File: config.mk
export PLATFORM = sky130hd
export DESIGN_NAME = ntsc_chroma_seq
export DESIGN_NICKNAME = d
export VERILOG_FILES = /design/src/rtl/ntsc_chroma_seq.sv
export SDC_FILE = /design/constraint.sdc
export NUM_CORES = 1
export LEC_CHECK = 0
export CORE_MARGIN = 1
export CORE_UTILIZATION = 40
export CTS_BUF_LIST = sky130_fd_sc_hd__clkbuf_2 sky130_fd_sc_hd__clkbuf_4 sky130_fd_sc_hd__clkbuf_8
export DETAILED_ROUTE_END_ITERATION = 10
export SLEW_MARGIN = 25
export SYNTH_ARGS = -nofsm -noshare
export SYNTH_HDL_FRONTEND = slang
export SYNTH_SLANG_ARGS = --single-unit
File: constraint.sdc
create_clock -name CK_i -period 2.4 [get_ports CK_i]
set_clock_uncertainty 0.1 [all_clocks]
set_input_delay 0.24 -clock CK_i [delete_from_list [all_inputs] [get_ports CK_i]]
set_output_delay 0.24 -clock CK_i [all_outputs]
set_load 0.005 [all_outputs]
File: src/rtl/ntsc_chroma_seq.sv
// -----------------------------------------------------------------------------
// ntsc_chroma_seq
// 4fsc NTSC timing and chroma-modulation sequencer.
//
// Free-runs the horizontal sample counter and the line counter, derives the
// sync / burst / active flags from them, and keeps a free-running 2-bit
// subcarrier phase.  The active/burst/phase flags are delayed to line up with
// the U/V samples coming back from the RGB-to-YUV converter, and a final
// register stage produces the quadrature-modulated chroma sample, with the
// colour burst inserted on the -U axis.
//
// Ports
//   CK_i       4fsc clock
//   AR_i       asynchronous reset, active-high
//   EE_i       clock enable; every register advances only when 1
//   UUs_i      signed U from converter (valid C_PIPE_DLY enabled cycles
//              after the matching PIX_REQ_o)
//   VVs_i      signed V from converter
//   HCTRs_o    horizontal sample counter
//   VCTRs_o    line counter
//   PIX_REQ_o  pixel request to the converter (undelayed active flag)
//   HSYNC_o    horizontal sync, active-high, one cycle after the counters
//   VSYNC_o    vertical sync, active-high, one cycle after the counters
//   BURST_o    burst window, aligned with CCs_o
//   ACTIVE_o   active video, aligned with CCs_o
//   PHASE_o    subcarrier phase aligned with CCs_o (0:+U 1:+V 2:-U 3:-V)
//   CCs_o      signed modulated chroma
// -----------------------------------------------------------------------------
module ntsc_chroma_seq #(
   parameter int C_H_TOTAL   = 910,
   parameter int C_V_TOTAL   = 525,
   parameter int C_HSYNC_W   = 67,
   parameter int C_BURST_ST  = 76,
   parameter int C_BURST_W   = 36,
   parameter int C_ACT_ST    = 140,
   parameter int C_ACT_W     = 768,
   parameter int C_VSYNC_ST  = 3,
   parameter int C_VSYNC_H   = 3,
   parameter int C_VACT_ST   = 20,
   parameter int C_VACT_H    = 480,
   parameter int C_PIPE_DLY  = 2,
   parameter int C_BURST_AMP = 20
) (
   input  logic              CK_i,
   input  logic              AR_i,
   input  logic              EE_i,
   input  logic signed [7:0] UUs_i,
   input  logic signed [7:0] VVs_i,
   output logic        [9:0] HCTRs_o,
   output logic        [9:0] VCTRs_o,
   output logic              PIX_REQ_o,
   output logic              HSYNC_o,
   output logic              VSYNC_o,
   output logic              BURST_o,
   output logic              ACTIVE_o,
   output logic        [1:0] PHASE_o,
   output logic signed [7:0] CCs_o
);

   // Window bounds as 10-bit constants so every compare is width-matched.
   localparam logic [9:0] L_H_LAST   = 10'(C_H_TOTAL - 1);
   localparam logic [9:0] L_V_LAST   = 10'(C_V_TOTAL - 1);
   localparam logic [9:0] L_HSYNC_E  = 10'(C_HSYNC_W);
   localparam logic [9:0] L_BURST_S  = 10'(C_BURST_ST);
   localparam logic [9:0] L_BURST_E  = 10'(C_BURST_ST + C_BURST_W);
   localparam logic [9:0] L_ACT_S    = 10'(C_ACT_ST);
   localparam logic [9:0] L_ACT_E    = 10'(C_ACT_ST + C_ACT_W);
   localparam logic [9:0] L_VSYNC_S  = 10'(C_VSYNC_ST);
   localparam logic [9:0] L_VSYNC_E  = 10'(C_VSYNC_ST + C_VSYNC_H);
   localparam logic [9:0] L_VACT_S   = 10'(C_VACT_ST);
   localparam logic [9:0] L_VACT_E   = 10'(C_VACT_ST + C_VACT_H);
   localparam logic signed [7:0] L_BAMP = 8'(C_BURST_AMP);

   // -------------------------------------------------------------------------
   // Counters
   // -------------------------------------------------------------------------
   logic [9:0] r_hctr;
   logic [9:0] r_vctr;
   logic [1:0] r_ph;     // free-running; never cleared by line/frame wrap

   logic w_hwrap;
   logic w_vwrap;

   assign w_hwrap = (r_hctr == L_H_LAST);
   assign w_vwrap = (r_vctr == L_V_LAST);

   always_ff @(posedge CK_i or posedge AR_i) begin
      if (AR_i) begin
         r_hctr <= '0;
         r_vctr <= '0;
         r_ph   <= '0;
      end else if (EE_i) begin
         r_ph <= r_ph + 2'd1;
         if (w_hwrap) begin
            r_hctr <= '0;
            r_vctr <= w_vwrap ? 10'd0 : r_vctr + 10'd1;
         end else begin
            r_hctr <= r_hctr + 10'd1;
         end
      end
   end

   // -------------------------------------------------------------------------
   // Stage-0 flags, straight from the registered counters
   // -------------------------------------------------------------------------
   logic w_hs;
   logic w_vs;
   logic w_bu;
   logic w_ac;

   assign w_hs = (r_hctr < L_HSYNC_E);
   assign w_vs = (r_vctr >= L_VSYNC_S) && (r_vctr < L_VSYNC_E);
   // No burst on the vertical sync lines.
   assign w_bu = (r_hctr >= L_BURST_S) && (r_hctr < L_BURST_E) && !w_vs;
   assign w_ac = (r_hctr >= L_ACT_S) && (r_hctr < L_ACT_E) &&
                 (r_vctr >= L_VACT_S) && (r_vctr < L_VACT_E);

   assign PIX_REQ_o = w_ac;

   // -------------------------------------------------------------------------
   // Sync outputs: one register, no pipeline alignment needed
   // -------------------------------------------------------------------------
   logic r_hsync;
   logic r_vsync;

   always_ff @(posedge CK_i or posedge AR_i) begin
      if (AR_i) begin
         r_hsync <= 1'b0;
         r_vsync <= 1'b0;
      end else if (EE_i) begin
         r_hsync <= w_hs;
         r_vsync <= w_vs;
      end
   end

   // -------------------------------------------------------------------------
   // Alignment delay: matches the converter latency in enabled cycles so the
   // last tap describes the same pixel as UUs_i/VVs_i.
   // -------------------------------------------------------------------------
   logic [C_PIPE_DLY-1:0]      r_ac_d;
   logic [C_PIPE_DLY-1:0]      r_bu_d;
   logic [C_PIPE_DLY-1:0][1:0] r_ph_d;

   always_ff @(posedge CK_i or posedge AR_i) begin
      if (AR_i) begin
         r_ac_d <= '0;
         r_bu_d <= '0;
         r_ph_d <= '0;
      end else if (EE_i) begin
         r_ac_d[0] <= w_ac;
         r_bu_d[0] <= w_bu;
         r_ph_d[0] <= r_ph;
         for (int k = 1; k < C_PIPE_DLY; k++) begin
            r_ac_d[k] <= r_ac_d[k-1];
            r_bu_d[k] <= r_bu_d[k-1];
            r_ph_d[k] <= r_ph_d[k-1];
         end
      end
   end

   logic       w_ac_al;
   logic       w_bu_al;
   logic [1:0] w_ph_al;

   assign w_ac_al = r_ac_d[C_PIPE_DLY-1];
   assign w_bu_al = r_bu_d[C_PIPE_DLY-1];
   assign w_ph_al = r_ph_d[C_PIPE_DLY-1];

   // -------------------------------------------------------------------------
   // Chroma modulation
   // -------------------------------------------------------------------------
   // -(-128) does not fit in 8 bits; clamp it to +127.
   function automatic logic signed [7:0] f_neg_sat(input logic signed [7:0] x);
      if (x == 8'sh80) return 8'sh7F;
      return -x;
   endfunction

   logic signed [7:0] w_cc;

   always_comb begin
      w_cc = '0;
      if (w_ac_al) begin
         // Active wins if a mis-parameterised burst window overlaps it.
         unique case (w_ph_al)
            2'd0: w_cc = UUs_i;
            2'd1: w_cc = VVs_i;
            2'd2: w_cc = f_neg_sat(UUs_i);
            2'd3: w_cc = f_neg_sat(VVs_i);
         endcase
      end else if (w_bu_al) begin
         // Burst sits on the -U axis: -A at phase 0, +A at phase 2.
         unique case (w_ph_al)
            2'd0:    w_cc = -L_BAMP;
            2'd2:    w_cc = L_BAMP;
            default: w_cc = '0;
         endcase
      end
   end

   logic              r_active;
   logic              r_burst;
   logic [1:0]        r_phase;
   logic signed [7:0] r_cc;

   always_ff @(posedge CK_i or posedge AR_i) begin
      if (AR_i) begin
         r_active <= 1'b0;
         r_burst  <= 1'b0;
         r_phase  <= '0;
         r_cc     <= '0;
      end else if (EE_i) begin
         r_active <= w_ac_al;
         r_burst  <= w_bu_al;
         r_phase  <= w_ph_al;
         r_cc     <= w_cc;
      end
   end

   assign HCTRs_o  = r_hctr;
   assign VCTRs_o  = r_vctr;
   assign HSYNC_o  = r_hsync;
   assign VSYNC_o  = r_vsync;
   assign ACTIVE_o = r_active;
   assign BURST_o  = r_burst;
   assign PHASE_o  = r_phase;
   assign CCs_o    = r_cc;

endmodule

==> results.toml <==
[timing]
worst_pin_slew_ps = 700
finalCritPeriodShare = 0.893
rsz0062_at_grt = "no"
setup_slack_ps = 256
hold_violations = 0
setup_viol = 0
max_freq_mhz = 466
slew_viol_final = 0
tns_ps = 0
max-slew-margin-rel = 0.534
min_period_ps = 2140

[placed_design]
dp_hpwl_mm = 4.99
place_ws_ps = 83.2
dpl.cell_count = 431
gp_congestion = 0.837
io_buffers = 53

[power]
leakage_nw = 1.55
p_clk_frac = 0.231
swShare = 0.338
comb_power_share = 0.365
intPower_mw = 1.75
p_seq_frac = 0.404
peakVddDrop_uv = 514
p_switching_mw = 0.896
powerDensity_nw_per_um2 = 726

[global_route]
grt_pass1_wl_mm = 11.7
antenna_found_initial = 0
grtUsageTotal = 0.204
grt_pass1_vias = 2340
grt_max_degree = 45
overflow = 0

[logic_synthesis]
synth-seq-cells = 44
synth_top_cell_by_area = "dfrtp_1"
ys_seq_area_frac = 0.402
synthesis.area_sq_um = 2740
synthTopCellsByCount = "dfrtp_1 (44), nor2_1 (23), inv_1 (16)"
ys_warn_count = 0
postSynthAreaPerCell_sq_um = 9.57
netlist_top_cells_area = "dfrtp_1 (40%), mux2_2 (4.5%), xnor2_1 (4.5%)"
ys_types = 65
synth_ff_type = "dfrtp_1"
synth.net_count = 312
syn_inst = 286
async_flop_share = 1.00
synth_top_cell_area_share = 0.402
synth-edff-count = 0
yosysMostFrequentCell = "dfrtp_1"

[routing]
first_pass_iters = 8
drt_iter0_markers = 149
final_antenna_net_count = 0
wl_per_cell_um = 15.9
post-route-drc-count = 5
routed_wl_mm = 6.99
vias_per_cell = 5.61
vias = 2461

[setup_path]
r2r_setup_slack_ps = 290
crit_start = "HCTRs_o[3]$_DFFE_PP0P_"
critPathKind = "flip-flop to primary output"
critPathRequiredTime_ps = 2060
arrival_ps = 1800
critPathCaptureType = "primary output"
path_buf_inv = 1
crit_path_start_kind = "flip-flop"
critPathMaxFanout = 3
worstRegToRegCells = 6
r2r_start = "HCTRs_o[1]$_DFFE_PP0P_"
max_stage_delay_ps = 400
slowest_stage = "dfrtp_1"
r2r-end = "VCTRs_o[7]$_DFFE_PP0P_"
crit_chain = "a211o_2 -> o21ba_2 -> nor4_2 -> dlygate4sd2_1"
crit_family = "compound AO/OA/AOI/OAI gates"

[clock_tree]
post-cts-setup-buffer-count = 0
htree_levels = 2
clk_latency_ps = 300
cts_num_sinks = 44
cts_tree = "built"
clockBufferDepth = 2
cts_buffers = 5
clk_pin_slew_ps = 90
cts_resized = 2
cts_root_buffer = "clkbuf_8"
ctsHoldBuffers = 0

[finish]
drive_above_1_share = 0.174
final_cells = 439
n_fill_cell = 580
antennaDiodeCount = 0
area_growth_pct = 33.4
multi_input_area_sq_um = 1530
fin_nets = 387
seq_area_sq_um = 1100

[floorplanning]
fp.dieH_um = 84.7
start_util = 0.424
rows = 29
fp.dieW_um = 84.7
io_pins = 54
dieArea_sq_um = 7180
core_sq_um = 6460

[outcome]
outcome = "finished, violations left"
violations = "design-rule violations"

[run]
drv_cap = 0

[min_path]
hold_path.class = "input pin to asynchronous set/reset pin"
==> layer usage <==
layer	up-vias	wire length (um)	track usage
met4	0	27	0.0416
met3	2	311	0.0275
li1	1207	-	-
met2	62	3140	0.314
met5	-	0	0
met1	1190	3510	0.307
==> area by class of cell <==
cell class,instances,share of cell area
sequential,44,0.302
clock buffer,6,0.0226
timing repair buffer,80,0.204
inverter,16,0.0165
tap,77,0.0264
multi-input combinational,214,0.418
clock inverter,2,0.0106
==> cell usage in the layout, fill, tap and decap left out, types with 6 or more instances in the layout <==
cell type        count
clkdlybuf4s50_1     52
dfrtp_1             44
buf_4               26
nor2_1              23
inv_1               15
nand2_1             15
xnor2_1             14
mux2_2              11
o21ai_0             11
nor3_1              10
nand4_1              9
ha_1                 7
nor2b_1              6
clkbuf_8             6
==> through the flow <==
| step | util | area, sq um | hold slack [ps] | total power [mW] |
|---|---|---|---|---|
| 3_3_place_gp | 0.546 | 3520 | 354 | 2.04 |
| 4_1_cts | 0.565 | 3650 | 320 | 2.67 |
| 3_5_place_dp | 0.546 | 3520 | 367 | 2.05 |
| 5_1_grt | 0.565 | 3650 | 344 | 2.83 |
| 2_1_floorplan | - | 2740 | 335 | 1.59 |
| 6_report | 0.565 | 3650 | 295 | 2.65 |
==> state kept, by name (all words and copies together) (netlist names) <==
register / count
CCs_o: 8
VCTRs_o: 10
ACTIVE_o: 1
r_bu_d: 2
r_ph: 2
w_ph_al: 2
HCTRs_o: 10
VSYNC_o: 1
r_ph_d: 2
PHASE_o: 2
BURST_o: 1
r_ac_d: 2
HSYNC_o: 1
==> how the worst max path moves through the flow <==
stage	slack (ps)	endpoint	depth (start not counted)
2_1_floorplan	450	VCTRs_o[4]$_DFFE_PP0P_	6
3_3_place_gp	90	CCs_o[3]$_DFFE_PP0P_	7
3_5_place_dp	80	CCs_o[3]$_DFFE_PP0P_	7
4_1_cts	240	PIX_REQ_o	4
5_1_grt	100	VCTRs_o[7]$_DFFE_PP0P_	6
6_report	260	PIX_REQ_o	4
==> power groups by stage <==
stage | clock (mW) | sequential [mW] | combinational (mW)
after floorplan | 0 | 1.05 | 0.541
after global placement | 0 | 1.08 | 0.961
after detailed placement | 0 | 1.08 | 0.963
after CTS | 0.626 | 1.07 | 0.973
after global routing | 0.657 | 1.11 | 1.07
final | 0.611 | 1.07 | 0.967
==> worst reg2reg max path, delay by kind of cell (launching register included) <==
kind                       cells  cell delay [ps]
xor gates and xnor gates       1              140
adders and majority gates      1              150
buffers and inverters          1              100
DFF                            1              440
and+or+nand+nor                3             1060
==> kinds of logic after synthesis <==
kind of cell	count (synthesis)	synth area share
AO/OA/AOI/OAI	67	0.176
XOR/XNOR	19	0.0608
adder cells (fa/ha/maj)	7	0.0320
buffers and inverters	28	0.0421
flip-flops	44	0.402
multiplexers	13	0.0544
AND/OR/NAND/NOR	108	0.232
(Power assumes the default switching activity.)
